File: src/rtl/branch_flush_ctrl_pkg.sv
`default_nettype none
// ============================================================================
//  Module   : branch_flush_ctrl_pkg
//  Brief    : Shared encodings and helpers for the branch flush controller.
//  Revision : 1.0 - initial release
// ============================================================================
package branch_flush_ctrl_pkg;

    localparam int c_state_w = 2;
    localparam int c_drain_w = 3;
    localparam int c_cnt_w   = 16;

    typedef logic [c_state_w-1:0] fsm_state_t;

    localparam fsm_state_t c_st_idle     = 2'd0;
    localparam fsm_state_t c_st_redirect = 2'd1;
    localparam fsm_state_t c_st_drain    = 2'd2;

    localparam logic c_sel_target   = 1'b0;
    localparam logic c_sel_fallthru = 1'b1;

    // Weakly not-taken
    localparam logic [1:0] c_bht_reset = 2'b01;

    function automatic logic [1:0] bht_next(input logic [1:0] ctr, input logic taken);
        if (taken) begin
            return (ctr == 2'b11) ? ctr : ctr + 2'b01;
        end
        return (ctr == 2'b00) ? ctr : ctr - 2'b01;
    endfunction

endpackage
`default_nettype wire

File: src/rtl/branch_flush_ctrl_if.sv
`default_nettype none
// ============================================================================
//  Module   : branch_flush_ctrl_if
//  Brief    : Pipeline <-> branch flush controller signal bundle.
//  Revision : 1.0 - initial release
// ============================================================================
interface branch_flush_ctrl_if;
    import branch_flush_ctrl_pkg::*;

    logic               stall;
    logic               if_valid;
    logic [31:0]        if_pc;
    logic               predict_taken;
    logic               ex_branch;
    logic               ex_taken;
    logic               ex_pred_taken;
    logic [31:0]        ex_pc;
    logic               pc_redirect;
    logic               redirect_sel;
    logic               flush_if_id;
    logic               flush_id_ex;
    logic [c_cnt_w-1:0] mispredict_cnt;

    modport master (
        output stall, if_valid, if_pc, ex_branch, ex_taken, ex_pred_taken, ex_pc,
        input  predict_taken, pc_redirect, redirect_sel, flush_if_id, flush_id_ex,
               mispredict_cnt
    );

    modport slave (
        input  stall, if_valid, if_pc, ex_branch, ex_taken, ex_pred_taken, ex_pc,
        output predict_taken, pc_redirect, redirect_sel, flush_if_id, flush_id_ex,
               mispredict_cnt
    );

endinterface
`default_nettype wire

File: src/rtl/branch_history_table.sv
`default_nettype none
// ============================================================================
//  Module   : branch_history_table
//  Brief    : Table of 2-bit saturating predictors, async read / sync update.
//  Revision : 1.0 - initial release
// ============================================================================
module branch_history_table
    import branch_flush_ctrl_pkg::*;
#(
    parameter int ENTRIES = 16
)
(
    input  wire logic        clk,
    input  wire logic        rst,
    input  wire logic [31:0] i_lookup_pc,
    output logic [1:0]       o_lookup_ctr,
    input  wire logic        i_upd_en,
    input  wire logic [31:0] i_upd_pc,
    input  wire logic        i_upd_taken
);

    localparam int c_idx_w = $clog2(ENTRIES);

    logic [1:0]         r_ctr [ENTRIES];
    logic [c_idx_w-1:0] w_rd_idx;
    logic [c_idx_w-1:0] w_wr_idx;
    logic               w_unused_pc;

    assign w_rd_idx = i_lookup_pc[c_idx_w+1:2];
    assign w_wr_idx = i_upd_pc[c_idx_w+1:2];
    assign w_unused_pc = &{1'b0, i_lookup_pc[31:c_idx_w+2], i_lookup_pc[1:0],
                           i_upd_pc[31:c_idx_w+2], i_upd_pc[1:0]};

    // Read comes straight from the array, so a same-index update is seen next cycle
    assign o_lookup_ctr = r_ctr[w_rd_idx];

    always_ff @(posedge clk) begin
        if (rst) begin
            for (int i = 0; i < ENTRIES; i++) begin
                r_ctr[i] <= c_bht_reset;
            end
        end else if (i_upd_en) begin
            r_ctr[w_wr_idx] <= bht_next(r_ctr[w_wr_idx], i_upd_taken);
        end
    end

endmodule
`default_nettype wire

File: src/rtl/branch_flush_ctrl.sv
`default_nettype none
// ============================================================================
//  Module   : branch_flush_ctrl
//  Brief    : Mispredict detection, PC redirect and pipeline flush sequencing.
//             Define BRANCH_PRED_EN to add the BHT-based fetch predictor.
//  Revision : 1.0 - initial release
// ============================================================================
module branch_flush_ctrl
    import branch_flush_ctrl_pkg::*;
#(
    parameter int BHT_ENTRIES  = 16,
    parameter int DRAIN_CYCLES = 1
)
(
    input wire logic           clk,
    input wire logic           rst,
    branch_flush_ctrl_if.slave bus
);

    localparam logic [c_drain_w-1:0] c_drain_load = c_drain_w'(DRAIN_CYCLES);
    localparam logic [c_cnt_w-1:0]   c_cnt_max    = {c_cnt_w{1'b1}};

    fsm_state_t           r_state;
    fsm_state_t           w_state_nxt;
    logic [c_drain_w-1:0] r_drain_cnt;
    logic [c_drain_w-1:0] w_drain_cnt_nxt;
    logic                 r_pc_redirect;
    logic                 w_pc_redirect_nxt;
    logic                 r_redirect_sel;
    logic                 w_redirect_sel_nxt;
    logic                 r_flush_if_id;
    logic                 w_flush_if_id_nxt;
    logic                 r_flush_id_ex;
    logic                 w_flush_id_ex_nxt;
    logic [c_cnt_w-1:0]   r_mispredict_cnt;
    logic [c_cnt_w-1:0]   w_mispredict_cnt_nxt;
    logic                 w_sample;
    logic                 w_mispredict;

    // Branches seen outside IDLE are squashed bubbles and must not act
    assign w_sample = ~bus.stall & bus.ex_branch & (r_state == c_st_idle);

`ifdef BRANCH_PRED_EN
    logic [1:0] w_lookup_ctr;

    branch_history_table #(
        .ENTRIES (BHT_ENTRIES)
    ) u_bht (
        .clk          (clk),
        .rst          (rst),
        .i_lookup_pc  (bus.if_pc),
        .o_lookup_ctr (w_lookup_ctr),
        .i_upd_en     (w_sample),
        .i_upd_pc     (bus.ex_pc),
        .i_upd_taken  (bus.ex_taken)
    );

    assign bus.predict_taken = bus.if_valid & w_lookup_ctr[1];
    assign w_mispredict      = w_sample & (bus.ex_taken != bus.ex_pred_taken);
`else
    logic w_unused_nopred;

    assign w_unused_nopred   = &{1'b0, bus.if_valid, bus.if_pc, bus.ex_pred_taken, bus.ex_pc};
    // Static not-taken prediction: only taken branches can be wrong
    assign bus.predict_taken = 1'b0;
    assign w_mispredict      = w_sample & bus.ex_taken;
`endif

    always_comb begin
        w_state_nxt          = r_state;
        w_drain_cnt_nxt      = r_drain_cnt;
        w_redirect_sel_nxt   = r_redirect_sel;
        w_pc_redirect_nxt    = 1'b0;
        w_flush_if_id_nxt    = 1'b0;
        w_flush_id_ex_nxt    = 1'b0;
        w_mispredict_cnt_nxt = r_mispredict_cnt;

        case (r_state)
            c_st_idle: begin
                if (w_mispredict) begin
                    w_state_nxt        = c_st_redirect;
                    w_redirect_sel_nxt = bus.ex_taken ? c_sel_target : c_sel_fallthru;
                    w_pc_redirect_nxt  = 1'b1;
                    w_flush_if_id_nxt  = 1'b1;
                    w_flush_id_ex_nxt  = 1'b1;
                    if (r_mispredict_cnt != c_cnt_max) begin
                        w_mispredict_cnt_nxt = r_mispredict_cnt + 1'b1;
                    end
                end
            end
            c_st_redirect: begin
                if (c_drain_load != '0) begin
                    w_state_nxt       = c_st_drain;
                    w_drain_cnt_nxt   = c_drain_load;
                    w_flush_if_id_nxt = 1'b1;
                end else begin
                    w_state_nxt = c_st_idle;
                end
            end
            c_st_drain: begin
                // Counter holds the drain cycles left including the current one
                if (r_drain_cnt <= c_drain_w'(1)) begin
                    w_state_nxt     = c_st_idle;
                    w_drain_cnt_nxt = '0;
                end else begin
                    w_drain_cnt_nxt   = r_drain_cnt - 1'b1;
                    w_flush_if_id_nxt = 1'b1;
                end
            end
            default: begin
                w_state_nxt     = c_st_idle;
                w_drain_cnt_nxt = '0;
            end
        endcase
    end

    always_ff @(posedge clk) begin
        if (rst) begin
            r_state          <= c_st_idle;
            r_drain_cnt      <= '0;
            r_pc_redirect    <= 1'b0;
            r_redirect_sel   <= 1'b0;
            r_flush_if_id    <= 1'b0;
            r_flush_id_ex    <= 1'b0;
            r_mispredict_cnt <= '0;
        end else begin
            r_state          <= w_state_nxt;
            r_drain_cnt      <= w_drain_cnt_nxt;
            r_pc_redirect    <= w_pc_redirect_nxt;
            r_redirect_sel   <= w_redirect_sel_nxt;
            r_flush_if_id    <= w_flush_if_id_nxt;
            r_flush_id_ex    <= w_flush_id_ex_nxt;
            r_mispredict_cnt <= w_mispredict_cnt_nxt;
        end
    end

    assign bus.pc_redirect    = r_pc_redirect;
    assign bus.redirect_sel   = r_redirect_sel;
    assign bus.flush_if_id    = r_flush_if_id;
    assign bus.flush_id_ex    = r_flush_id_ex;
    assign bus.mispredict_cnt = r_mispredict_cnt;

endmodule
`default_nettype wire

File: src/flat_wrapper.sv
// flat-port wrapper written by rule: the top's interface ports become plain ports
module branch_flush_ctrl_flat import branch_flush_ctrl_pkg::*;
#(
    parameter int BHT_ENTRIES  = 16,
    parameter int DRAIN_CYCLES = 1
)
  (clk, rst, bus_stall, bus_if_valid, bus_if_pc, bus_ex_branch, bus_ex_taken, bus_ex_pred_taken, bus_ex_pc, bus_predict_taken, bus_pc_redirect, bus_redirect_sel, bus_flush_if_id, bus_flush_id_ex, bus_mispredict_cnt);
  branch_flush_ctrl_if bus_i ();
  input wire logic clk;
  input wire logic rst;
  input wire logic [$bits(bus_i.stall)-1:0] bus_stall;
  input wire logic [$bits(bus_i.if_valid)-1:0] bus_if_valid;
  input wire logic [$bits(bus_i.if_pc)-1:0] bus_if_pc;
  input wire logic [$bits(bus_i.ex_branch)-1:0] bus_ex_branch;
  input wire logic [$bits(bus_i.ex_taken)-1:0] bus_ex_taken;
  input wire logic [$bits(bus_i.ex_pred_taken)-1:0] bus_ex_pred_taken;
  input wire logic [$bits(bus_i.ex_pc)-1:0] bus_ex_pc;
  output wire logic [$bits(bus_i.predict_taken)-1:0] bus_predict_taken;
  output wire logic [$bits(bus_i.pc_redirect)-1:0] bus_pc_redirect;
  output wire logic [$bits(bus_i.redirect_sel)-1:0] bus_redirect_sel;
  output wire logic [$bits(bus_i.flush_if_id)-1:0] bus_flush_if_id;
  output wire logic [$bits(bus_i.flush_id_ex)-1:0] bus_flush_id_ex;
  output wire logic [$bits(bus_i.mispredict_cnt)-1:0] bus_mispredict_cnt;
  assign bus_i.stall = bus_stall;
  assign bus_i.if_valid = bus_if_valid;
  assign bus_i.if_pc = bus_if_pc;
  assign bus_i.ex_branch = bus_ex_branch;
  assign bus_i.ex_taken = bus_ex_taken;
  assign bus_i.ex_pred_taken = bus_ex_pred_taken;
  assign bus_i.ex_pc = bus_ex_pc;
  assign bus_predict_taken = bus_i.predict_taken;
  assign bus_pc_redirect = bus_i.pc_redirect;
  assign bus_redirect_sel = bus_i.redirect_sel;
  assign bus_flush_if_id = bus_i.flush_if_id;
  assign bus_flush_id_ex = bus_i.flush_id_ex;
  assign bus_mispredict_cnt = bus_i.mispredict_cnt;
  branch_flush_ctrl #(.BHT_ENTRIES(BHT_ENTRIES), .DRAIN_CYCLES(DRAIN_CYCLES)) u_core (.clk(clk), .rst(rst), .bus(bus_i));
endmodule
File: config.mk
export PLATFORM = sky130hd
export DESIGN_NAME = branch_flush_ctrl_flat
export DESIGN_NICKNAME = d
export VERILOG_FILES = /design/src/rtl/branch_flush_ctrl_pkg.sv /design/src/rtl/branch_flush_ctrl_if.sv /design/src/rtl/branch_history_table.sv /design/src/rtl/branch_flush_ctrl.sv /design/src/flat_wrapper.sv
export SDC_FILE = /design/constraint.sdc
export NUM_CORES = 1
export LEC_CHECK = 0
export ABC_AREA = 1
export BUFFER_PORTS_ARGS = -buffer_cell sky130_fd_sc_hd__buf_2
export CORE_UTILIZATION = 39
export CTS_BUF_LIST = sky130_fd_sc_hd__clkbuf_16
export DETAILED_ROUTE_END_ITERATION = 8
export GPL_ROUTABILITY_DRIVEN = 0
export PLACE_DENSITY_LB_ADDON = 0.1
export SYNTH_ARGS = -nofsm -noshare
export SYNTH_HDL_FRONTEND = slang
export SYNTH_SLANG_ARGS = --single-unit
export TNS_END_PERCENT = 1
File: constraint.sdc
create_clock -name clk -period 1.4 [get_ports clk]
set_input_delay 0.42 -clock clk [delete_from_list [all_inputs] [get_ports clk]]
set_output_delay 0.42 -clock clk [all_outputs]
set_load 0.01 [all_outputs]
Yosys cells after proc, flatten, opt, wreduce, memory -nomap -nowiden:

Cells that the tools add are included.

* logic and storage cells: 33
* bits in registers: 24
* bits in read-only memories: 0
* input port bits: 71
* memories kept: 0
* latch bits: 0
* output and inout bits: 21
* memory bits (writable): 0

* equality and inequality tests: 5
* reduce and logical (&&, ||, !) cells: 5
* multiplexer cells: 9
* order comparisons: 1
* add/subtract/negate cells: 2
* multipliers: 0
* bitwise operators: 5
* div/mod/pow operators: 0
* shifts and indexed selects: 0

Operator list (count)
* $add 16x1->16 const B: 1
* $ne 16x16->1 const B: 1
* $pmux 3 s3: 1
* $pmux 2 s3: 1
* $mux 2: 2
* $ne 2x1->1 const B: 2
* $reduce_and 2->1: 2
* $and 1x1->1: 3
* $le 3x1->1 const B: 1
* $mux 1: 3
* $mux 3: 1
* $pmux 1 s3: 1
* $reduce_and 3->1: 1
* $sub 3x1->3 const B: 1
* $eq 2x1->1 const B: 1
* $eq 2x2->1 const B: 1
* $logic_not 2->1: 1
* $not 1->1: 2
* $reduce_or 2->1: 1

Longest topological paths before layout:

* depth in word-level cells: 6
* mapped depth: 9
* mapped depth without buffers: 9

Worst setup path after synthesis:

OpenSTA, ideal clock, no wires.

* path kind: reg-to-reg
* start point: register u_core.r_state[0]
* end point: register u_core.r_state[0]
* slack: -0.086 ns
* arrival: 1.370 ns
* required time: 1.284 ns
* path buffers: 1
* library setup time: 0.116 ns
* stages on the path, launching flop included: 9
* period minus slack after synthesis: 1.486 ns
* cells stage by stage: dfxtp_1 > inv_1 > ha_1 > inv_2 > nor3_4 > buf_6 > o21ai_1 > o21ai_0 > nor2_1

* cells in the longest elaborated chain, start to end: 5
* elaborated cells between the ends (all ways): 9
* those cells by class: eq/ne: 4; mux: 1; bitwise: 2; reduce/logical: 2

RTL lines
* start: declaration: line branch_flush_ctrl.sv:23 `fsm_state_t r_state;`
* start signal: assignment: line branch_flush_ctrl.sv:119 `r_state <= c_st_idle;`
* start signal: assignment: line branch_flush_ctrl.sv:127 `r_state <= w_state_nxt;`
* $logic_not 2->1: line branch_flush_ctrl.sv:41, branch_flush_ctrl.sv:78
* $and 1x1->1: line branch_flush_ctrl.sv:41 `assign w_sample = ~bus.stall & bus.ex_branch & (r_state == c_st_idle);`
* $and 1x1->1: line branch_flush_ctrl.sv:66 `assign w_mispredict = w_sample & bus.ex_taken;`
* $ne 2x1->1 (no line)
* $reduce_and 2->1 (no line)

Parallel ways exist; a longest one is shown, timed or not.
A chain may end at the register's enable or synchronous reset.

Final worst setup path:

* start point: register u_core.r_state[0]
* end point: register u_core.r_mispredict_cnt[14] (netlist: u_core.bus.mispredict_cnt[14])

* cells in the longest elaborated chain, start to end: 4

RTL lines
* $logic_not 2->1 *: line branch_flush_ctrl.sv:41, branch_flush_ctrl.sv:78
* $and 1x1->1: line branch_flush_ctrl.sv:41
* $and 1x1->1: line branch_flush_ctrl.sv:66
* $reduce_and 3->1 (no line) *
* end signal: assignment: line branch_flush_ctrl.sv:133 `r_mispredict_cnt <= w_mispredict_cnt_nxt;`
* end: declaration: line branch_flush_ctrl.sv:35 `logic [c_cnt_w-1:0] r_mispredict_cnt;`

Mark *: on every way between the ends. The rest lies on a longest branch, timed or not.

==> flow_summary.toml <==
[sta]
clock_skew_ns = 0.00406
setup_viol = 0
setup_slack_ns = 0.00570
maxSlewViolCount = 0
min_period_ns = 1.39
rsz0062_at_grt = "yes"
fin_crit_sh_pct = 99.6
max_freq_mhz = 717
hold_viol = 0

[detailed_routing]
detailedRoute.firstPassIterationCount = 4
wl_microns = 3330
wl_met2_microns = 1370
top_layer = "met4"
post-route-drc-count = 0
met3_length_microns = 109
num_vias = 1417
wl_per_cell_microns = 10.6
wl_met1_microns = 1800
drtIter0Drc = 72
ant_nets = 0
viasPerCell = 4.51

[clocking]
postCtsHoldBufs = 0
cts_root_buffer = "clkbuf_16"
clock_latency_ns = 0.26
clock_path_buffers = 2
clock-sinks = 24
numCtsBuffers = 3
htreeDepth = 1
cts_tree = "done"
clk_pin_slew_ns = 0.06

[critical_path]
rr_worst_depth = 8
criticalPathCategory = "flop to flop"
path_max_fanout = 8
rrSetupSlack_ns = 0.006
end_kind = "flop"
r2r_end = "u_core.bus.mispredict_cnt[14]"
startpoint = "u_core.r_state[0]"
slowest_stage = "dfxtp_2"
cp.required_ns = 1.60
startpoint_type = "flop"
arrival_ns = 1.59
crit_end = "u_core.bus.mispredict_cnt[14]"
cpPeakStageDelay_ns = 0.33
path_common_cell = "inv_2"
r2r-start = "u_core.r_state[0]"
path_cells = "inv_2, ha_4, inv_2, nor3_4, inv_2, nor2_4, nand2_2, a21oi_2"

[global_route]
grt_pass1_vias = 1375
grt_start_max_net_pins = 16
grt_pass1_wl_microns = 6060
grt.total_usage_pct = 19.0
antenna_found_initial = 0
globalRoute.totalOverflow = 0

[synthesis]
ys_types = 32
syn_inst = 215
ys_warn_count = 0
synth_nets = 294
syn_area_sq_um = 1490
synth-seq-cells = 24
avgSynthCellArea_sq_um = 6.94
seq_area_frac_synth_pct = 32.2

[final_layout]
nets = 346
area.growth.synth_to_final_pct = 34.3
diodes = 0
drive_gt1_share_pct = 34.2
finalNonFillerCells = 314
fin_area_sq_um = 2000

[die]
ios = 92
die_y_microns = 63.8
floorplan.initialDensity_pct = 40.7
die_x_microns = 63.8
rows = 22
design.die.area_sq_um = 4080
coreArea_sq_um = 3660

[power_and_ir_drop]
pwr_density_cell_nw_per_um2 = 1110
p_leak_nw = 0.871
vdd_drop_max_v = 0.000479

[place]
dpl.hpwl_microns = 2520
io_buffers = 24
post-place-ws_ns = -0.0675
dpl-instance-area_sq_um = 1840
placed_cells = 308

[run_status]
status = "finished clean"

[min_path]
hold_path_class = "flop to flop"

[flow_run]
drv_cap = 0
-- final cells by class --
type / instances / area, sq um
well taps: 48 / 60.1
clock inverters: 1 / 30.0
repair buffers: 53 / 345
fillers: 387 / 1660
multi-input cells: 159 / 908
flip-flops and latches: 24 / 485
clock buffers: 3 / 75.1
inverters: 26 / 98.8
-- how the worst min path moves through the flow --
stage / from / endpoint / slack, ns / cells past startpoint
after CTS: u_core.bus.redirect_sel / u_core.bus.redirect_sel / 0.44 / 2
after detailed placement: u_core.bus.redirect_sel / u_core.bus.redirect_sel / 0.43 / 2
after floorplan: u_core.r_drain_cnt[1] / u_core.r_drain_cnt[1] / 0.46 / 2
after global placement: u_core.bus.redirect_sel / u_core.bus.redirect_sel / 0.43 / 2
final: u_core.bus.redirect_sel / u_core.bus.redirect_sel / 0.47 / 2
after global routing: u_core.r_drain_cnt[1] / u_core.r_drain_cnt[1] / 0.52 / 2
-- cells in the final DEF, fill, tap and decap left out, types with 4 or more instances in the layout --
cell type | synthesis | final
dfxtp_1 | 24 | 20
nor2_1 | 31 | 29
buf_4 | 2 | 27
dfxtp_2 | 0 | 4
buf_2 | 0 | 24
nand2_1 | 57 | 56
a21oi_1 | 8 | 8
a21oi_2 | 5 | 5
nor2_4 | 4 | 4
nand3_1 | 13 | 12
nand2_2 | 3 | 4
inv_1 | 23 | 20
ha_1 | 8 | 6
o21ai_0 | 10 | 7
inv_2 | 2 | 5
-- Yosys cell counts, drive strengths merged --
master / n / area, sq um
nor3: 1 / 16.3
nand3b: 2 / 15.0
nand3: 14 / 75.1
o211ai: 1 / 7.51
clkbuf: 2 / 7.51
clkinv: 1 / 3.75
nand2: 61 / 244
ha: 8 / 100
conb: 1 / 3.75
a21oi: 13 / 83.8
inv: 25 / 93.8
buf: 4 / 41.3
xor2: 2 / 17.5
nor2: 35 / 161
a31oi: 1 / 6.26
nand4: 4 / 40.0
o21bai: 1 / 7.51
a211oi: 1 / 7.51
xnor2: 2 / 17.5
and3: 1 / 6.26
o21ai: 11 / 55.1
dfxtp: 24 / 480
-- metrics by stage --
| step | utilization (%) | hold WS [ns] | setup TNS, ns | total power [mW] |
|---|---|---|---|---|
| 6_report | 54.7 | 0.475 | 0 | 2.22 |
| 5_1_grt | 54.7 | 0.516 | -1.53 | 2.34 |
| 4_1_cts | 54.0 | 0.444 | -0.0582 | 2.22 |
| 3_5_place_dp | 50.3 | 0.433 | -0.205 | 1.35 |
| 3_3_place_gp | 50.3 | 0.434 | -0.252 | 1.35 |
| 2_1_floorplan | - | 0.456 | -0.00998 | 1.15 |
-- cell families (layout without fill, tap and decap cells) --
| logic type | after synthesis | in the layout | share of synthesized area (%) |
|---|---|---|---|
| xor gates and xnor gates | 4 | 4 | 2.35 |
| adders and majority gates | 8 | 8 | 6.71 |
| buffers and inverters | 32 | 83 | 9.81 |
| and+or+nand+nor | 118 | 118 | 37.4 |
| AOI/OAI and AO/OA | 28 | 28 | 11.2 |
| DFF | 24 | 24 | 32.2 |
| other | 1 | 1 | 0.251 |
-- metal layers --
layer / GRT usage, % / vias to the layer above
met4: 6.82 / 0
li1: - / 781
met2: 30.7 / 26
met1: 25.5 / 605
met5: 0 / -
met3: 2.86 / 5
-- worst max-delay path: cells and delay by family (launching register included) --
kind	cells	cell delay, ns
AO/OA/AOI/OAI	1	0.13
buffers and inverters	3	0.21
AND/OR/NAND/NOR	3	0.53
adder cells (fa/ha/maj)	1	0.14
flip-flops	1	0.33
-- state kept, by name (all words and copies together) (netlist names) --
signal / flops
u_core.bus.mispredict_cnt: 16
u_core.r_drain_cnt: 3
u_core.r_state: 2
u_core.bus.flush_if_id: 1
u_core.bus.pc_redirect: 1
u_core.bus.redirect_sel: 1
-- power by group --
part,switching (mW),leakage (nW),total [mW],internal (mW)
combinational,0.328,0.625,0.622,0.294
clock,0.253,0.0511,0.821,0.569
sequential,0.0279,0.196,0.776,0.748
total,0.609,0.871,2.22,1.61
-- timing repair --
action,CTS,global route
pin swaps,5,4
setup buffers,2,0
resized for setup,9,7
cloned,0,0
endpoints found under the setup margin,14,19
Power figures use the tool's default switching activity.
